## config.mk

```make
export PLATFORM = sky130hd
export DESIGN_NAME = apb_slave_regs
export DESIGN_NICKNAME = d
export VERILOG_FILES = /design/src/rtl/apb_slave_regs.sv
export SDC_FILE = /design/constraint.sdc
export NUM_CORES = 1
export LEC_CHECK = 0
export ABC_AREA = 1
export CAP_MARGIN = 20
export CORE_AREA = 2 2 198 200
export CTS_BUF_LIST = sky130_fd_sc_hd__clkbuf_8
export DETAILED_ROUTE_END_ITERATION = 8
export DIE_AREA = 0 0 200 202
export SLEW_MARGIN = 5
export SYNTH_ARGS = -nofsm -noshare
export SYNTH_HDL_FRONTEND = slang
export SYNTH_SLANG_ARGS = --single-unit
```

## constraint.sdc

```tcl
create_clock -name PCLK -period 30.6 [get_ports PCLK]
set_input_delay 6.12 -clock PCLK [delete_from_list [all_inputs] [get_ports PCLK]]
set_output_delay 6.12 -clock PCLK [all_outputs]
set_load 0.02 [all_outputs]
```

## src/rtl/apb_slave_regs.sv

```systemverilog
`default_nettype none
// ============================================================================
// Module   : apb_slave_regs
// Purpose  : APB completer owning a word-addressed register file with
//            programmable wait states and error response. Optional
//            byte-strobe writes are enabled by defining APB_SLV_PSTRB_EN.
// Revision : 1.0
// ============================================================================
module apb_slave_regs #(
  parameter int                ADDR_W      = 32,
  parameter int                DATA_W      = 32,
  parameter int                NUM_REGS    = 8,
  parameter int                WAIT_STATES = 1,
  parameter logic [DATA_W-1:0] ID_VALUE    = 32'hA5B0_0001
) (
  input  logic                PCLK,
  input  logic                PRESET,
  input  logic                PSEL,
  input  logic                PENABLE,
  input  logic                PWRITE,
  input  logic [ADDR_W-1:0]   PADDR,
  input  logic [DATA_W-1:0]   PWDATA,
`ifdef APB_SLV_PSTRB_EN
  input  logic [DATA_W/8-1:0] PSTRB,
`endif
  output logic [DATA_W-1:0]   PRDATA,
  output logic                PREADY,
  output logic                PSLVERR
);

  localparam int STRB_W = DATA_W / 8;
  localparam int IDX_W  = ADDR_W - 2;

  typedef enum logic [1:0] {
    ST_IDLE = 2'd0,
    ST_WAIT = 2'd1,
    ST_DONE = 2'd2
  } state_t;

  state_t              state_q, state_d;
  logic [3:0]          cnt_q, cnt_d;
  logic [ADDR_W-1:0]   addr_q, addr_d;
  logic                write_q, write_d;
  logic [DATA_W-1:0]   wdata_q, wdata_d;
  logic [STRB_W-1:0]   strb_q, strb_d;
  logic [DATA_W-1:0]   prdata_q, prdata_d;
  logic                pready_q, pready_d;
  logic                pslverr_q, pslverr_d;
  logic [DATA_W-1:0]   regs_q [1:NUM_REGS-1];
  logic [DATA_W-1:0]   regs_d [1:NUM_REGS-1];

  logic [STRB_W-1:0]   bus_strb;
  logic [IDX_W-1:0]    idx;
  logic                acc_err;
  logic [DATA_W-1:0]   rd_word;

`ifdef APB_SLV_PSTRB_EN
  assign bus_strb = PSTRB;
`else
  assign bus_strb = '1;
`endif

  // Decode always works on the copy latched at setup, never the live bus.
  assign idx     = addr_q[ADDR_W-1:2];
  assign acc_err = (addr_q[1:0] != 2'b00) ||
                   (idx >= IDX_W'(NUM_REGS)) ||
                   (write_q && (idx == '0));

  always_comb begin
    rd_word = ID_VALUE;
    for (int i = 1; i < NUM_REGS; i++) begin
      if (idx == IDX_W'(i)) rd_word = regs_q[i];
    end
  end

  always_comb begin
    state_d   = state_q;
    cnt_d     = cnt_q;
    addr_d    = addr_q;
    write_d   = write_q;
    wdata_d   = wdata_q;
    strb_d    = strb_q;
    prdata_d  = prdata_q;
    pslverr_d = pslverr_q;
    pready_d  = 1'b0;
    regs_d    = regs_q;

    case (state_q)
      ST_IDLE: begin
        // PSEL with PENABLE already high is a lingering master, not a setup.
        if (PSEL && !PENABLE) begin
          addr_d  = PADDR;
          write_d = PWRITE;
          wdata_d = PWDATA;
          strb_d  = bus_strb;
          if (WAIT_STATES == 0) begin
            state_d  = ST_DONE;
            pready_d = 1'b1;
          end else begin
            state_d = ST_WAIT;
            cnt_d   = 4'(WAIT_STATES);
          end
        end
      end
      ST_WAIT: begin
        if (!PSEL) begin
          state_d = ST_IDLE;
          cnt_d   = '0;
        end else if (cnt_q <= 4'd1) begin
          state_d  = ST_DONE;
          cnt_d    = '0;
          pready_d = 1'b1;
        end else begin
          cnt_d = cnt_q - 4'd1;
        end
      end
      ST_DONE: begin
        // The edge closing the PREADY cycle commits the write or loads read data.
        state_d   = ST_IDLE;
        pslverr_d = acc_err;
        if (acc_err) begin
          if (!write_q) prdata_d = '0;
        end else if (write_q) begin
          for (int i = 1; i < NUM_REGS; i++) begin
            if (idx == IDX_W'(i)) begin
              for (int b = 0; b < STRB_W; b++) begin
                if (strb_q[b]) regs_d[i][8*b +: 8] = wdata_q[8*b +: 8];
              end
            end
          end
        end else begin
          prdata_d = rd_word;
        end
      end
      default: state_d = ST_IDLE;
    endcase
  end

  always_ff @(posedge PCLK or posedge PRESET) begin
    if (PRESET) begin
      state_q   <= ST_IDLE;
      cnt_q     <= '0;
      addr_q    <= '0;
      write_q   <= 1'b0;
      wdata_q   <= '0;
      strb_q    <= '0;
      prdata_q  <= '0;
      pready_q  <= 1'b0;
      pslverr_q <= 1'b0;
      for (int i = 1; i < NUM_REGS; i++) regs_q[i] <= '0;
    end else begin
      state_q   <= state_d;
      cnt_q     <= cnt_d;
      addr_q    <= addr_d;
      write_q   <= write_d;
      wdata_q   <= wdata_d;
      strb_q    <= strb_d;
      prdata_q  <= prdata_d;
      pready_q  <= pready_d;
      pslverr_q <= pslverr_d;
      for (int i = 1; i < NUM_REGS; i++) regs_q[i] <= regs_d[i];
    end
  end

  assign PRDATA  = prdata_q;
  assign PREADY  = pready_q;
  assign PSLVERR = pslverr_q;

endmodule
`default_nettype wire

```

[Word-level counts from Yosys, hierarchy flattened]
Index checks and enable logic that the tools add are counted.
Storage, ports and cells
  register bits after elaboration: 330
  bits of input ports: 69
  output and inout port bits: 34
  word-level logic and storage cells: 115
Operators by class
  add/sub/neg operators: 1
  order comparisons: 2
  eq/ne operators: 11
  multiplexer cells: 21
  bitwise logic cells: 2
  reduce and logical (&&, ||, !) cells: 41
Operators with widths (count)
  $mux W32: 10
  $reduce_and A5 Y1: 28
  $eq A30 B3 Y1 const B: 4
  $eq A30 B2 Y1 const B: 2
  $eq A30 B1 Y1 const B: 1
  $ge A30 B4 Y1 const B: 1
  $logic_not A30 Y1: 1
  $mux W4: 3
  $pmux W4 S2: 1
  $reduce_and A2 Y1: 4
  $mux W2: 3
  $le A4 B1 Y1 const B: 1
  $pmux W2 S2: 1
  $reduce_bool A2 Y1: 2
  $sub A4 B1 Y4 const B: 1
  $mux W1: 3
  $ne A3 B3 Y1 const B: 1
  $eq A2 B1 Y1 const B: 1
  $eq A2 B2 Y1 const B: 1
  $logic_and A1 B1 Y1: 2
  $logic_not A2 Y1: 1
  $logic_or A1 B1 Y1: 2
  $ne A2 B2 Y1 const B: 1
  $not A1 Y1: 2
  $logic_not A1 Y1: 1

[Depth between registers and ports, before layout]
  depth in word-level cells: 10
  mapped depth: 14
  mapped depth without buffers: 13

[Least setup slack after synthesis]
No wires, ideal clock.
  path type: input-to-reg
  start: input PSEL
  end: register wdata_q[0]
  setup time: 131 ps
  arrival: 7325 ps
  data required time: 30469 ps
  setup slack: 23144 ps
  cell stages on the path: 5
  path buffers: 2
  cell sequence: inv_1 nor4_2 clkbuf_1 clkbuf_1 o21ai_0
Between the ends
  cells in the longest elaborated chain, start to end: 2
Ends and longest elaborated chain
  start, declared: line 18  | input logic PSEL,
  $logic_and A1 B1 Y1: line 91  | if (PSEL && !PENABLE) begin
  $reduce_and A2 Y1 (no source line)
  end signal, assigned: line 156  | wdata_q <= wdata_d;
  end, declared: line 44  | logic [DATA_W-1:0] wdata_q, wdata_d;
No other way between the ends.
A chain may end at the register's enable or synchronous reset.

==> reports/results.env <==
DIEWIDTH_UM=200
TIMING.CRITICAL_PATH.TO_TYPE='asynchronous set/reset pin'
SYN_INST=1708
REPORT.FINAL.SLEW_VIOL_COUNT=0
TRITONCTS='yes'
NUMBER_OF_CELLS_ON_THE_WORST_REG_TO_REG_PATH=12
IO_BUFFERS=102
MULTI_INPUT_COMB_AREA_UM2=5280
HOLD_VIOL=0
GLOBAL_ROUTE_WIRE_LENGTH_BEFORE_REPAIR_UM=62700
SKEW_NS=0.0332
SYNTH_AREA_UM2=14400
YOSYSTOPAREACELL='sky130_fd_sc_hd__dfrtp_1'
POST_CTS_BUFFERS=0
ROUTE.DETAILED.WL_PER_INST_UM=16.3
CRIT_END='regs_q[1]$_DFFE_PP0P_'
BOUNDARYPINS=103
CRITICAL_PATH_PEAK_FANOUT=142
REGISTER_BIT_TOTAL_FROM_SYNTHESIS=330
ACHIEVABLE-FREQUENCY_GHz=0.117
ROW_COUNT=72
GRT_START_MAX_NET_PINS=143
LAYOUT.CORE_UTILIZATION_PCT=44.3
CLOCK_TREE.BUFFER_DEPTH=3
CRITICAL_PATH.REG2REG.STARTPOINT='addr_q[13]$_DFFE_PP0P_'
GRT_USAGE_PCT=19.8
START_UTIL_PCT=37.7
HTREE_NUM_LEVELS=2
WORSTSETUPSTARTPOINT='PRESET'
CP-START-KIND='input port'
DP_WIRELENGTH_UM=22000
NUMBER_OF_DISTINCT_LIBRARY_CELL_VARIANTS_IN_THE_GATE_LEVEL_NETLIST_AFTER_SYNTHESIS=32
TIMING.SLEW.HEADROOM_PCT=25.6
SETUP-TNS-FINAL_NS=0
CRIT-REG2REG-CAPTURE='regs_q[50]$_DFFE_PP0P_'
CRITPATHARRIVALTIME_NS=9.15
CORE_AREA_UM2=38300
WL_UM=38500
RUN_STATUS='finished clean'
NUM_VIAS=11800
TRITONCTS_NUM_SINKS=330
SYNTHDOMINANTCELLAREASHARE_PCT=57.3
CTS_HOLD_BUF=0
FIRST_GLOBAL_VIAS=11500
NUMBER_OF_ANTENNA_VIOLATIONS_AT_THE_FIRST_CHECK_IN_GLOBAL_ROUTING=0
CTS-ROOT-BUF='sky130_fd_sc_hd__clkbuf_8'
POST-ROUTE-PERIOD-UTIL_PCT=28.0
SEQ_TOTAL_AREA_YOSYS_PCT=57.3
CTS_RESIZED=0
DETAILEDROUTE.FIRSTITERATIONVIOLATIONS=894
CLOCK_INSERTION_DELAY_WORST_SKEW_NS=0.62
LEAKAGEPOWER_nW=7.87
ROUTABILITYCONGESTION=0.766
NUMBER_OF_BUFFERS_INSERTED_DURING_CLOCK_TREE_SYNTHESIS=58
POST_SYNTH_MAIN_AREA_CONTRIBUTORS='sky130_fd_sc_hd__dfrtp_1, sky130_fd_sc_hd__nand2_1, sky130_fd_sc_hd__o21ai_1'
FIRST_PASS_ITERS=7
FF_LATCH_AREA_UM2=8260
ANTENNA-DIODE-COUNT=0
WORST-ENDPOINT-REQUIRED_NS=31.19
DIE_FOOTPRINT_UM2=40400
DRV_CAP=0
FINALSETUPVIOLCOUNT=0
GRT_SETUP_UNREPAIRED='no'
DIE_HEIGHT_UM=202
WORSTPATHCELLLIST='clkdlybuf4s50_1 -> inv_8 -> buf_4 -> buf_4'
FILLERS=3836
DRC_ERRORS=0
ANTENNA_VIOLATING_NETS_POST_ROUTE=0
POWER_PER_CELL_AREA_nW_PER_UM2=60.6
FIN_CRIT_NS=8.56
MAX_SLEW.WORST_PIN.SLEW_NS=1.11
NNETSFINAL=1870
CLK_PIN_SLEW_NS=0.06
CRITPATHMOSTFREQUENTCELL='sky130_fd_sc_hd__buf_4'
CRIT_PATH_MAX_INCR_DELAY_NS=0.86
MAX-VDD-IR-DROP_mV=0.0310
CRITICAL_PATH_START_END_CLASSIFICATION='in -> async'
SYN2LAYOUT_AREA_GROWTH_PCT=17.6
HOLD_PATH.CLASS='reg -> reg'
LAYOUT_CELL_SHARE_WITH_DRIVE_STRENGTH_BEYOND_1_PCT=6.89
SLOWEST_STAGE='sky130_fd_sc_hd__buf_4'
GRT.OVERFLOW.TOTAL=0
YOSYSWARNINGCOUNT=0
DETAIL_ROUTE.VIAS_PER_CELL=5.00
SYNTH.NET_COUNT=1779
SYNTHESIS.AREA_PER_INSTANCE_UM2=8.44
TIMING.REG2REG.SETUP_SLACK_NS=26.85
## flip-flops by register name, indices dropped and copies added (netlist names)
| register | flops |
|---|---|
| strb_q | 1 |
| addr_q | 32 |
| write_q | 1 |
| PSLVERR | 1 |
| regs_q | 224 |
| PREADY | 1 |
| state_q | 2 |
| PRDATA | 32 |
| cnt_q | 4 |
| wdata_q | 32 |
## worst max-delay path, delay by kind of cell
family	cells	cell delay [ns]
buf+inv	4	2.88
## through the flow
step / hold WS (ns) / area (µm²) / power [mW] / setup WS (ns) / std cells
5_1_grt: 0.486 / 17000 / 1.08 / 21.59 / 2360
4_1_cts: 0.473 / 17000 / 1.04 / 21.87 / 2360
3_3_place_gp: 0.457 / 15800 / 0.637 / 21.30 / 2257
3_5_place_dp: 0.459 / 15800 / 0.642 / 21.23 / 2257
2_1_floorplan: 0.443 / 14400 / 0.590 / 15.34 / 1708
6_report: 0.468 / 17000 / 1.03 / 22.04 / 2360
## worst min path at each step
stage                            from  slack [ns]  depth (start not counted)                     end
5_1_grt        addr_q[11]$_DFFE_PP0P_        0.49                          2  addr_q[11]$_DFFE_PP0P_
2_1_floorplan  addr_q[10]$_DFFE_PP0P_        0.44                          2  addr_q[10]$_DFFE_PP0P_
3_5_place_dp   addr_q[24]$_DFFE_PP0P_        0.46                          2  addr_q[24]$_DFFE_PP0P_
6_report       addr_q[24]$_DFFE_PP0P_        0.47                          2  addr_q[24]$_DFFE_PP0P_
3_3_place_gp   addr_q[26]$_DFFE_PP0P_        0.46                          2  addr_q[26]$_DFFE_PP0P_
4_1_cts        addr_q[13]$_DFFE_PP0P_        0.47                          2  addr_q[13]$_DFFE_PP0P_
## power by group
group          switching [mW]  total [mW]  internal (mW)
Combinational           0.108       0.143         0.0350
Clock                   0.178       0.396          0.218
Sequential             0.0161       0.489          0.473
## final cells by class
cell class                      instances  area share [%]
Clock inverter                         31           0.900
Clock buffer                           72            5.84
Timing Repair Buffer                  120            6.81
Multi-Input combinational cell       1163            31.1
Tap cell                              518            3.82
Sequential cell                       330            48.7
Inverter                              126            2.85
## kinds of logic after synthesis
logic type / after synthesis / share of synthesized area, %
buffers and inverters: 215 / 6.33
DFF: 330 / 57.3
and+or+nand+nor: 829 / 24.7
AOI/OAI and AO/OA: 332 / 11.5
adders and majority gates: 2 / 0.173
## cells in the mapped netlist (all sizes together)
| cell type | count |
|---|---|
| inv | 125 |
| and3 | 2 |
| ha | 2 |
| nor4 | 5 |
| nor3 | 44 |
| dfrtp | 330 |
| nor2 | 76 |
| o21ai | 268 |
| buf | 66 |
| a31oi | 1 |
| nand4 | 35 |
| clkinv | 1 |
| a21oi | 63 |
| nand3b | 1 |
| nand3 | 88 |
| clkbuf | 23 |
| nand2 | 578 |
## cell usage in the layout, fill, tap and decap left out, types with 41 or more instances in the layout
| master | netlist | final |
|---|---|---|
| sky130_fd_sc_hd__a21oi_1 | 63 | 63 |
| sky130_fd_sc_hd__clkbuf_8 | 0 | 72 |
| sky130_fd_sc_hd__clkdlybuf4s50_1 | 0 | 102 |
| sky130_fd_sc_hd__dfrtp_1 | 330 | 330 |
| sky130_fd_sc_hd__inv_1 | 122 | 145 |
| sky130_fd_sc_hd__nand2_1 | 574 | 574 |
| sky130_fd_sc_hd__nand3_1 | 82 | 82 |
| sky130_fd_sc_hd__nor2_1 | 68 | 67 |
| sky130_fd_sc_hd__nor3_1 | 41 | 41 |
| sky130_fd_sc_hd__o21ai_0 | 44 | 44 |
| sky130_fd_sc_hd__o21ai_1 | 224 | 224 |
## per-layer routing
metal | routed length [µm] | global-route usage, %
met1 | 17800 | 27.9
met2 | 17600 | 31.1
met3 | 2130 | 3.09
met4 | 1070 | 6.69
met5 | 0 | 0
No activity file was read; power rests on OpenSTA's default activity.
